--- config.mk ---
export PLATFORM = sky130hd
export DESIGN_NAME = dm_access_arbiter
export DESIGN_NICKNAME = d
export VERILOG_FILES = /design/src/rtl/dm_access_arbiter_pkg.sv /design/src/rtl/dm_access_arbiter_starve_cnt.sv /design/src/rtl/dm_access_arbiter.sv
export SDC_FILE = /design/constraint.sdc
export NUM_CORES = 1
export LEC_CHECK = 0
export BUFFER_PORTS_ARGS = -buffer_cell sky130_fd_sc_hd__clkbuf_2
export CELL_PAD_IN_SITES_DETAIL_PLACEMENT = 1
export CELL_PAD_IN_SITES_GLOBAL_PLACEMENT = 2
export CORE_ASPECT_RATIO = 0.9
export CORE_MARGIN = 2
export CORE_UTILIZATION = 24
export DETAILED_ROUTE_END_ITERATION = 6
export GPL_TIMING_DRIVEN = 0
export PLACE_DENSITY_LB_ADDON = 0.05
export SLEW_MARGIN = 20
export SYNTH_ARGS = -nofsm -noshare
export SYNTH_HDL_FRONTEND = slang
export SYNTH_SLANG_ARGS = --single-unit
--- constraint.sdc ---
create_clock -name clk -period 2 [get_ports clk]
set_input_delay 0.2 -clock clk [delete_from_list [all_inputs] [get_ports clk]]
set_output_delay 0.2 -clock clk [all_outputs]
set_load 0.05 [all_outputs]
--- src/rtl/dm_access_arbiter_pkg.sv ---
// Shared definitions for the data-memory access arbiter.
// Contents: FSM state encoding, requester port ids, and the legal
// byte-enable classifier used when a request is accepted.
package dm_access_arbiter_pkg;

  typedef enum logic [1:0] {
    ST_IDLE  = 2'd0,
    ST_ISSUE = 2'd1,
    ST_WAIT  = 2'd2,
    ST_RESP  = 2'd3
  } arb_state_e;

  localparam logic PORT_CPU = 1'b0;
  localparam logic PORT_DMA = 1'b1;

  // Only naturally aligned byte, halfword and word lane patterns are accepted.
  function automatic logic be_legal(input logic [3:0] be);
    case (be)
      4'b0001, 4'b0010, 4'b0100, 4'b1000,
      4'b0011, 4'b1100, 4'b1111: be_legal = 1'b1;
      default:                   be_legal = 1'b0;
    endcase
  endfunction

endpackage

--- src/rtl/dm_access_arbiter_starve_cnt.sv ---
// Grant decision with starvation protection for the DMA port.
// Ports: clk/reset (async active-low), p0_req/p1_req requests,
// arbitrate strobe (an arbitration happens this cycle), winner
// (combinational; PORT_CPU or PORT_DMA).
module arb_starve_cnt
  import dm_access_arbiter_pkg::*;
#(
  parameter int STARVE_MAX = 3
) (
  input  logic clk,
  input  logic reset,
  input  logic p0_req,
  input  logic p1_req,
  input  logic arbitrate,
  output logic winner
);

  localparam logic [3:0] CNT_MAX = 4'(STARVE_MAX);

  logic [3:0] cnt_r;
  logic [3:0] cnt_s;

  // Pick the winner: the CPU has priority until the DMA port has been passed over CNT_MAX times.
  always_comb begin
    winner = PORT_CPU;
    if (p1_req && (cnt_r == CNT_MAX)) begin
      winner = PORT_DMA;
    end else if (p0_req) begin
      winner = PORT_CPU;
    end else if (p1_req) begin
      winner = PORT_DMA;
    end else begin
      winner = PORT_CPU;
    end
  end

  // Next count: grows only while the DMA port is waiting behind a CPU grant, saturating.
  always_comb begin
    cnt_s = cnt_r;
    if (!arbitrate) begin
      cnt_s = cnt_r;
    end else if (winner == PORT_DMA) begin
      cnt_s = 4'd0;
    end else if (p1_req) begin
      cnt_s = (cnt_r == CNT_MAX) ? cnt_r : cnt_r + 4'd1;
    end else begin
      cnt_s = 4'd0;
    end
  end

  // Starvation counter register.
  always_ff @(posedge clk or negedge reset) begin
    if (!reset) begin
      cnt_r <= 4'd0;
    end else begin
      cnt_r <= cnt_s;
    end
  end

endmodule

--- src/rtl/dm_access_arbiter.sv ---
// Two-port arbiter in front of the single-port data memory.
// Port 0 = CPU MEM stage, port 1 = DMA/debug loader. One access in flight:
// IDLE (grant) -> ISSUE (mem strobe) -> WAIT (read latency) -> RESP -> IDLE.
// Ports: pN_req/we/be/addr/wdata requests, pN_gnt (comb grant pulse),
// pN_rvalid/rdata/err (registered response), mem_* DM interface
// (registered, zero when idle), cpu_stall (comb).
module dm_access_arbiter
  import dm_access_arbiter_pkg::*;
#(
  parameter int ADDR_W     = 12,
  parameter int DM_WORDS   = 3072,
  parameter int MEM_LAT    = 2,
  parameter int STARVE_MAX = 3
) (
  input  logic              clk,
  input  logic              reset,
  input  logic              p0_req,
  input  logic              p0_we,
  input  logic [3:0]        p0_be,
  input  logic [31:0]       p0_addr,
  input  logic [31:0]       p0_wdata,
  output logic              p0_gnt,
  output logic              p0_rvalid,
  output logic [31:0]       p0_rdata,
  output logic              p0_err,
  input  logic              p1_req,
  input  logic              p1_we,
  input  logic [3:0]        p1_be,
  input  logic [31:0]       p1_addr,
  input  logic [31:0]       p1_wdata,
  output logic              p1_gnt,
  output logic              p1_rvalid,
  output logic [31:0]       p1_rdata,
  output logic              p1_err,
  output logic              mem_req,
  output logic              mem_we,
  output logic [3:0]        mem_be,
  output logic [ADDR_W-1:0] mem_addr,
  output logic [31:0]       mem_wdata,
  input  logic [31:0]       mem_rdata,
  output logic              cpu_stall
);

  localparam logic [31:0] DM_BYTES = 32'(DM_WORDS * 4);
  localparam logic [1:0]  LAT_LOAD = 2'(MEM_LAT - 1);

  arb_state_e state_r, state_s;
  logic        arbitrate_s, winner_s;
  logic        sel_we_s, sel_err_s;
  logic [3:0]  sel_be_s;
  logic [31:0] sel_addr_s, sel_wdata_s;
  logic        owner_r, we_r, err_r;
  logic [1:0]  lat_cnt_r;
  logic        mem_req_s, mem_we_s;
  logic [3:0]  mem_be_s;
  logic [ADDR_W-1:0] mem_addr_s;
  logic [31:0] mem_wdata_s;
  logic        rvalid_s, rerr_s;
  logic [31:0] rdata_s;

  assign arbitrate_s = (state_r == ST_IDLE) && (p0_req || p1_req);
  assign p0_gnt      = arbitrate_s && (winner_s == PORT_CPU);
  assign p1_gnt      = arbitrate_s && (winner_s == PORT_DMA);
  assign cpu_stall   = p0_req && !p0_rvalid;

  arb_starve_cnt #(.STARVE_MAX(STARVE_MAX)) u_starve (
    .clk       (clk),
    .reset     (reset),
    .p0_req    (p0_req),
    .p1_req    (p1_req),
    .arbitrate (arbitrate_s),
    .winner    (winner_s)
  );

  // Route the winning requester's fields and classify the access as legal or rejected.
  always_comb begin
    if (winner_s == PORT_DMA) begin
      sel_we_s    = p1_we;
      sel_be_s    = p1_be;
      sel_addr_s  = p1_addr;
      sel_wdata_s = p1_wdata;
    end else begin
      sel_we_s    = p0_we;
      sel_be_s    = p0_be;
      sel_addr_s  = p0_addr;
      sel_wdata_s = p0_wdata;
    end
    sel_err_s = (sel_addr_s >= DM_BYTES) || !be_legal(sel_be_s);
  end

  // FSM state register.
  always_ff @(posedge clk or negedge reset) begin
    if (!reset) begin
      state_r <= ST_IDLE;
    end else begin
      state_r <= state_s;
    end
  end

  // FSM next-state logic.
  always_comb begin
    state_s = state_r;
    case (state_r)
      ST_IDLE:  state_s = arbitrate_s ? ST_ISSUE : ST_IDLE;
      ST_ISSUE: state_s = (!err_r && !we_r) ? ST_WAIT : ST_RESP;
      ST_WAIT:  state_s = (lat_cnt_r == 2'd0) ? ST_RESP : ST_WAIT;
      ST_RESP:  state_s = ST_IDLE;
      default:  state_s = ST_IDLE;
    endcase
  end

  // FSM output logic: values the output registers take at the end of this cycle.
  always_comb begin
    mem_req_s   = 1'b0;
    mem_we_s    = 1'b0;
    mem_be_s    = 4'd0;
    mem_addr_s  = '0;
    mem_wdata_s = 32'd0;
    rvalid_s    = 1'b0;
    rdata_s     = 32'd0;
    rerr_s      = 1'b0;
    case (state_r)
      ST_IDLE: begin
        // The mem_* registers double as the latched address/data of the access.
        if (arbitrate_s && !sel_err_s) begin
          mem_req_s   = 1'b1;
          mem_we_s    = sel_we_s;
          mem_be_s    = sel_be_s;
          mem_addr_s  = sel_addr_s[ADDR_W+1:2];
          mem_wdata_s = sel_wdata_s;
        end else begin
          mem_req_s = 1'b0;
        end
      end
      ST_ISSUE: begin
        if (we_r || err_r) begin
          rvalid_s = 1'b1;
          rerr_s   = err_r;
        end else begin
          rvalid_s = 1'b0;
        end
      end
      ST_WAIT: begin
        if (lat_cnt_r == 2'd0) begin
          rvalid_s = 1'b1;
          rdata_s  = mem_rdata;
        end else begin
          rvalid_s = 1'b0;
        end
      end
      ST_RESP: rvalid_s = 1'b0;
      default: rvalid_s = 1'b0;
    endcase
  end

  // Latch owner, direction and rejection status of the accepted request.
  always_ff @(posedge clk or negedge reset) begin
    if (!reset) begin
      owner_r <= PORT_CPU;
      we_r    <= 1'b0;
      err_r   <= 1'b0;
    end else if (arbitrate_s) begin
      owner_r <= winner_s;
      we_r    <= sel_we_s;
      err_r   <= sel_err_s;
    end
  end

  // Read-latency down-counter: loaded on issue, counts out the remaining WAIT cycles.
  always_ff @(posedge clk or negedge reset) begin
    if (!reset) begin
      lat_cnt_r <= 2'd0;
    end else if (state_r == ST_ISSUE) begin
      lat_cnt_r <= LAT_LOAD;
    end else if ((state_r == ST_WAIT) && (lat_cnt_r != 2'd0)) begin
      lat_cnt_r <= lat_cnt_r - 2'd1;
    end
  end

  // Registered DM strobe and per-port response outputs.
  always_ff @(posedge clk or negedge reset) begin
    if (!reset) begin
      mem_req   <= 1'b0;
      mem_we    <= 1'b0;
      mem_be    <= 4'd0;
      mem_addr  <= '0;
      mem_wdata <= 32'd0;
      p0_rvalid <= 1'b0;
      p0_rdata  <= 32'd0;
      p0_err    <= 1'b0;
      p1_rvalid <= 1'b0;
      p1_rdata  <= 32'd0;
      p1_err    <= 1'b0;
    end else begin
      mem_req   <= mem_req_s;
      mem_we    <= mem_we_s;
      mem_be    <= mem_be_s;
      mem_addr  <= mem_addr_s;
      mem_wdata <= mem_wdata_s;
      p0_rvalid <= rvalid_s && (owner_r == PORT_CPU);
      p0_rdata  <= (rvalid_s && (owner_r == PORT_CPU)) ? rdata_s : 32'd0;
      p0_err    <= rvalid_s && (owner_r == PORT_CPU) && rerr_s;
      p1_rvalid <= rvalid_s && (owner_r == PORT_DMA);
      p1_rdata  <= (rvalid_s && (owner_r == PORT_DMA)) ? rdata_s : 32'd0;
      p1_err    <= rvalid_s && (owner_r == PORT_DMA) && rerr_s;
    end
  end

endmodule
## Yosys cells after proc, flatten, opt, wreduce, memory -nomap -nowiden

Index checks and enable logic that the tools add are counted.

| word-level totals | value |
|---|---|
| output and inout port bits | 121 |
| bits of input ports | 174 |
| bits in registers | 129 |
| word-level logic and storage cells | 96 |

| cells by class | value |
|---|---|
| add/sub/neg operators | 2 |
| magnitude comparators | 1 |
| bitwise operators | 2 |
| mux-type cells | 36 |
| reduce and logical (&&, ||, !) cells | 26 |
| equal/unequal tests | 12 |

Operator list:

| kind | count |
|---|---|
| $mux 32 | 8 |
| $ge 32x14->1 const B | 1 |
| $mux 12 | 2 |
| $mux 4 | 6 |
| $mux 1 | 16 |
| $eq 4x2->1 const B | 3 |
| $eq 4x4->1 const B | 3 |
| $logic_and 1x1->1 | 12 |
| $pmux 2 s4 | 1 |
| $reduce_or 7->1 | 1 |
| $logic_not 1->1 | 5 |
| $add 4x1->4 const B | 1 |
| $eq 2x2->1 const B | 2 |
| $eq 4x1->1 const B | 1 |
| $eq 4x3->1 const B | 1 |
| $logic_not 2->1 | 2 |
| $mux 2 | 2 |
| $reduce_bool 2->1 | 2 |
| $logic_or 1x1->1 | 3 |
| $ne 3x3->1 const B | 1 |
| $eq 2x1->1 const B | 1 |
| $not 1->1 | 2 |
| $pmux 1 s2 | 1 |
| $reduce_and 2->1 | 1 |
| $sub 2x1->2 const B | 1 |

## Longest topological paths before layout

| depth | value |
|---|---|
| word-level depth | 13 |
| gate-level depth with buffers | 9 |
| mapped depth without buffers | 6 |

## Modules after synthesis

Synthesis repeated with hierarchy kept, for this count alone.

| second synthesis, totals | value |
|---|---|
| cell total of the unflattened synthesis | 421 |
| area, all modules | 4902.2 sq um |

By module, submodules not included:

| module | sequential area each (sq um) | times used | area an instance (sq um) | cells an instance |
|---|---|---|---|---|
| dm_access_arbiter | 3128.0 | 1 | 4682.0 | 399 |
| arb_starve_cnt | 100.1 | 1 | 220.2 | 22 |

## Least setup slack after synthesis

Ideal clock, no wire load.

| timing path | value |
|---|---|
| kind | register to register |
| start | register u_starve.cnt_r[0] |
| end | register mem_addr[0] |
| arrival | 1.918 ns |
| period minus slack after synthesis | 2.061 ns |
| slack | -0.061 ns |
| setup time | 0.143 ns |
| path buffers | 4 |
| cell stages (with the launch flop) | 10 |
| required time | 1.857 ns |
| cell sequence | dfrtp_1 > ha_1 > nor3b_2 > o21ai_1 > buf_2 > and3_1 > clkbuf_1 > buf_2 > buf_2 > nor4_2 |

| between the ends | value |
|---|---|
| word-level cells in the longest chain between the ends | 13 |
| elaborated cells on any way between the ends | 21 |
| classes of those cells | order compare: 1; eq/ne: 8; mux: 6; reduce/logical: 6 |

RTL lines:

| element | RTL line | source |
|---|---|---|
| from (decl) | dm_access_arbiter_starve_cnt.sv:20 | `logic [3:0] cnt_r;` |
| from (signal assigned) | dm_access_arbiter_starve_cnt.sv:56 | `cnt_r <= cnt_s;` |
| $eq 4x2->1 (*) | dm_access_arbiter_starve_cnt.sv:26 | `if (p1_req && (cnt_r == CNT_MAX)) begin` |
| $logic_and 1x1->1 (*) | dm_access_arbiter_starve_cnt.sv:26 |  |
| $mux 1 (*) | dm_access_arbiter_starve_cnt.sv:26 |  |
| parallel branches: the longest is 8 deep, another holds $ge 32x14->1 | - |  |
| $mux 12 (*) | dm_access_arbiter.sv:125 | `if (arbitrate_s && !sel_err_s) begin` |
| $mux 12 (*) | dm_access_arbiter.sv:122 | `case (state_r)` |
| via mem_addr_s[0] | dm_access_arbiter.sv:56 | `logic [ADDR_W-1:0] mem_addr_s;` |
| to (signal assigned) | dm_access_arbiter.sv:198 | `mem_addr <= mem_addr_s;` |
| to (decl) | dm_access_arbiter.sv:38 | `output logic [ADDR_W-1:0] mem_addr,` |

Mark *: on every way through the listed nets, which the timed path passes.
A chain may end at the register's enable or synchronous reset.

## Worst setup path after layout

| timing path | value |
|---|---|
| start | register u_starve.cnt_r[1] |
| end | register mem_wdata[15] |

| between the ends | value |
|---|---|
| word-level cells in the longest chain between the ends | 13 |
| elaborated cells on any way between the ends | 22 |
| classes of those cells | order compare: 1; eq/ne: 8; mux: 7; reduce/logical: 6 |

RTL lines:

| element | RTL line | source |
|---|---|---|
| $eq 4x2->1 (*) | dm_access_arbiter_starve_cnt.sv:26 |  |
| $logic_and 1x1->1 (*) | dm_access_arbiter_starve_cnt.sv:26 |  |
| $mux 1 (*) | dm_access_arbiter_starve_cnt.sv:26 |  |
| parallel branches: the longest is 8 deep, another holds $ge 32x14->1 | - |  |
| $mux 32 (*) | dm_access_arbiter.sv:125 |  |
| $mux 32 (*) | dm_access_arbiter.sv:122 |  |
| via mem_wdata_s[15] | dm_access_arbiter.sv:57 | `logic [31:0] mem_wdata_s;` |
| to (signal assigned) | dm_access_arbiter.sv:199 | `mem_wdata <= mem_wdata_s;` |
| to (decl) | dm_access_arbiter.sv:39 | `output logic [31:0] mem_wdata,` |

Marks and branches as above.

==> summary.txt <==
run status: finished, violations left
failing checks: setup timing
crit path max-delay cell type: dfrtp_1
Clk Latency, worst-skew pair: 0.42 ns
power share of the sequential group: 36.1%
Avg Cell Area, Syn: 12.2 um^2
Final Hold Fails: 0
most frequent cell after synthesis: dfrtp_1
GRT busiest layer: met2
Sink Count: 129
Final Instance Count excl. Fillers: 1103
Pre-Repair DR Iteration Count: 4
vias per cell: 4.26
CP Class: flip-flop to flip-flop
CP max FO: 10
Synth top area share: 59.7%
Clock power frac: 39.4%
TritonCTS Buffers: 17
RSZ-0062 raised after global routing: true
DP Wirelength: 13200 um
Initial Util: 24.2%
num rows: 52
Setup crit start kind: flip-flop
post-synthesis sequential area ratio: 59.7%
CTS tree: done
CP Capture Type: flip-flop
slew at the pin closest to its max-slew limit: 0.657 ns
Worst R2R Setup Slack: -0.02 ns
port bufs: 289
critical path's top delay family: compound AO/OA/AOI/OAI gates
CP Buf/Inv Count: 2
min-delay worst type: input pin to flip-flop
Leakage: 4.44 nW
DR WL/cell: 16.6 um
maximum clock rate: 494 MHz
via count: 4700
Post-Syn Instances: 445
delay of the slowest cell on the worst path: 0.42 ns
Routability Congestion: 0.756
GRT Residual Overflow: 0
VDD IR max: 481 uV
die area: 23800 um^2
num ports: 295
Tmin final: 2.02 ns
Longest Clk Path Bufs: 2
Final nets: 972
Yosys reg bits: 129
grt met1 use: 18.4%
Max Clock Skew: 0.00784 ns
Die X: 162 um
Internal: 5.17 mW
Final Max Tran Viols: 0
max_slew headroom: 55.9%
Die Y-Extent: 146 um
number of synthesized flops with an enable pin: 0
Synth area leader: dfrtp_1
share of post-route cells with drive strength above 1: 53.1%
area grow syn2layout: 63.5%
Cell Count Post-Placement: 1032
max-cap violation count: 0
DRC: 0
Pwr per Cell Area: 875 nW/um^2
GRT met3 Usage: 6.51%
vias in the first global route: 5297
largest net degree at the start of global routing: 80
count of cell types in the netlist: 40
CP required: 2.32 ns
Async SR Flop Fraction: 100%
Iteration-0 DRC Markers: 132
setup_tns: -0.157 ns
met2 usage: 26.9%
initial antenna violation count: 0
Yosys warning total: 0
diode count: 0
clock slew at reported path FFs: 0.06 ns
Root Driver: clkbuf_16
sw power: 2.57 mW
CP arrival: 2.35 ns
combinational power share: 24.4%
critical path's most frequent cell: buf_12
most common library cells after synthesis: dfrtp_1, nor2_1, mux2i_1, nor4_2, nand2_1
synthesized net count: 624
period utilisation layout: 101%
core footprint: 22300 um^2
critical-path cell list: ha_4, nor3b_4, a2111o_1, o32a_1, buf_12, buf_12, nor4_4
Total Wirelength: 18300 um
remaining antenna violation count after routing: 0
final setup violation count: 17
ys flop type: dfrtp_1
CTS HTree Levels: 4
sw frac: 33.2%
top cells by area, synth: dfrtp_1, nor4_2, mux2i_1
first-pass GRT wire length: 29200 um
GR Util All Layers: 15.9%
Post-Syn Area: 5410 um^2
PnR worst setup slack: -0.0242 ns
## metrics by stage
| stage | instance area, um^2 | total power, mW | worst slack, ns | utilization [%] | hold WS [ns] |
|---|---|---|---|---|---|
| final | 8850 | 7.74 | -0.0242 | 39.6 | 0.0182 |
| after global routing | 8850 | 8.19 | -0.0968 | 39.6 | 0.00960 |
| after CTS | 8550 | 7.79 | -0.0489 | 38.3 | 0.000874 |
| after detailed placement | 7270 | 4.42 | -0.586 | 32.6 | 0.194 |
| after global placement | 7230 | 4.38 | -1.47 | 32.4 | 0.422 |
| after floorplan | 5420 | 3.82 | -0.00710 | - | -0.0956 |
## power groups by stage
| stage | clock network [mW] | registers, mW | logic (mW) |
|---|---|---|---|
| after floorplan | 0 | 3.00 | 0.815 |
| after global placement | 0 | 2.84 | 1.54 |
| after global routing | 3.28 | 2.81 | 2.09 |
| after CTS | 3.15 | 2.80 | 1.84 |
| after detailed placement | 0 | 2.84 | 1.58 |
| final | 3.05 | 2.80 | 1.89 |
## what timing repair did
| item | CTS | global route |
|---|---|---|
| endpoints found under the setup margin | 114 | 56 |
| gates cloned | 2 | 0 |
| gates resized for setup | 71 | 50 |
| pin swaps | 20 | 7 |
| hold buffers | 28 | 0 |
| hold endpoints to repair | 95 | 0 |
| setup buffers | 11 | 1 |
## metal layers
layer	part of all wire [%]	wire, um	vias to the layer above
li1	-	-	2240
met3	8.3	1520	17
met5	0	0	-
met1	40	7370	2283
met4	1.4	263	0
met2	50	9130	160
## cells in the final DEF, fill, tap and decap left out, types with 3 or more instances in the layout
| cell | Yosys | final |
|---|---|---|
| a21oi_1 | 3 | 3 |
| buf_4 | 1 | 10 |
| nand2_1 | 39 | 39 |
| buf_6 | 6 | 6 |
| buf_8 | 0 | 4 |
| inv_1 | 8 | 6 |
| mux2i_1 | 50 | 47 |
| clkbuf_16 | 0 | 18 |
| nor2_1 | 74 | 72 |
| ha_1 | 5 | 3 |
| buf_16 | 0 | 3 |
| nand3_1 | 6 | 5 |
| buf_12 | 0 | 9 |
| nor4_2 | 47 | 15 |
| dfrtp_1 | 129 | 129 |
| inv_6 | 0 | 5 |
| clkbuf_1 | 17 | 5 |
| dlygate4sd3_1 | 0 | 28 |
| nor4_1 | 7 | 7 |
| nor4_4 | 0 | 32 |
| inv_8 | 0 | 3 |
| nand2b_1 | 5 | 5 |
| clkinvlp_4 | 0 | 5 |
| clkbuf_2 | 0 | 293 |
| o21ai_0 | 8 | 8 |
## tightest hold or removal path: cells and delay by family
| family | cells | cell delay [ns] |
|---|---|---|
| AND/OR/NAND/NOR | 2 | 0.11 |
| buffers and inverters | 1 | 0.09 |
## area by class of cell
type,count,area (um^2)
inverters,8,30.0
fillers,2476,13500
repair buffers,332,1940
multi-input cells,274,2340
clock buffers,18,429
clock inverters,14,145
flip-flops and latches,129,3230
plain buffers,31,359
well taps,297,372
## state kept, by name, summed over array words and instances, names as in the netlist
signal	cells
mem_wdata	32
p0_rdata	32
p1_rdata	32
mem_addr	12
mem_be	4
u_starve.cnt_r	4
lat_cnt_r	2
state_r	2
err_r	1
mem_req	1
mem_we	1
owner_r	1
p0_err	1
p0_rvalid	1
p1_err	1
p1_rvalid	1
we_r	1
## logic make-up after synthesis
family,count (synthesis),synth area share (%)
DFF,129,59.7
AOI/OAI and AO/OA,25,3.19
xor gates and xnor gates,1,0.162
muxes,51,9.46
buffers and inverters,42,3.98
and+or+nand+nor,192,22.4
adders and majority gates,5,1.16
## path summary, 6_finish.rpt
path	start	cells past startpoint	end
max	u_starve.cnt_r[1]	7	mem_wdata[15]
min	mem_rdata[7]	3	p1_rdata[7]
max reg2reg	u_starve.cnt_r[1]	7	mem_wdata[15]
min reg2reg	we_r	2	we_r
max in group asynchronous	reset	3	mem_wdata[4]
min in group asynchronous	reset	2	p1_rvalid
Note: power is estimated with default switching activity, not from simulation.
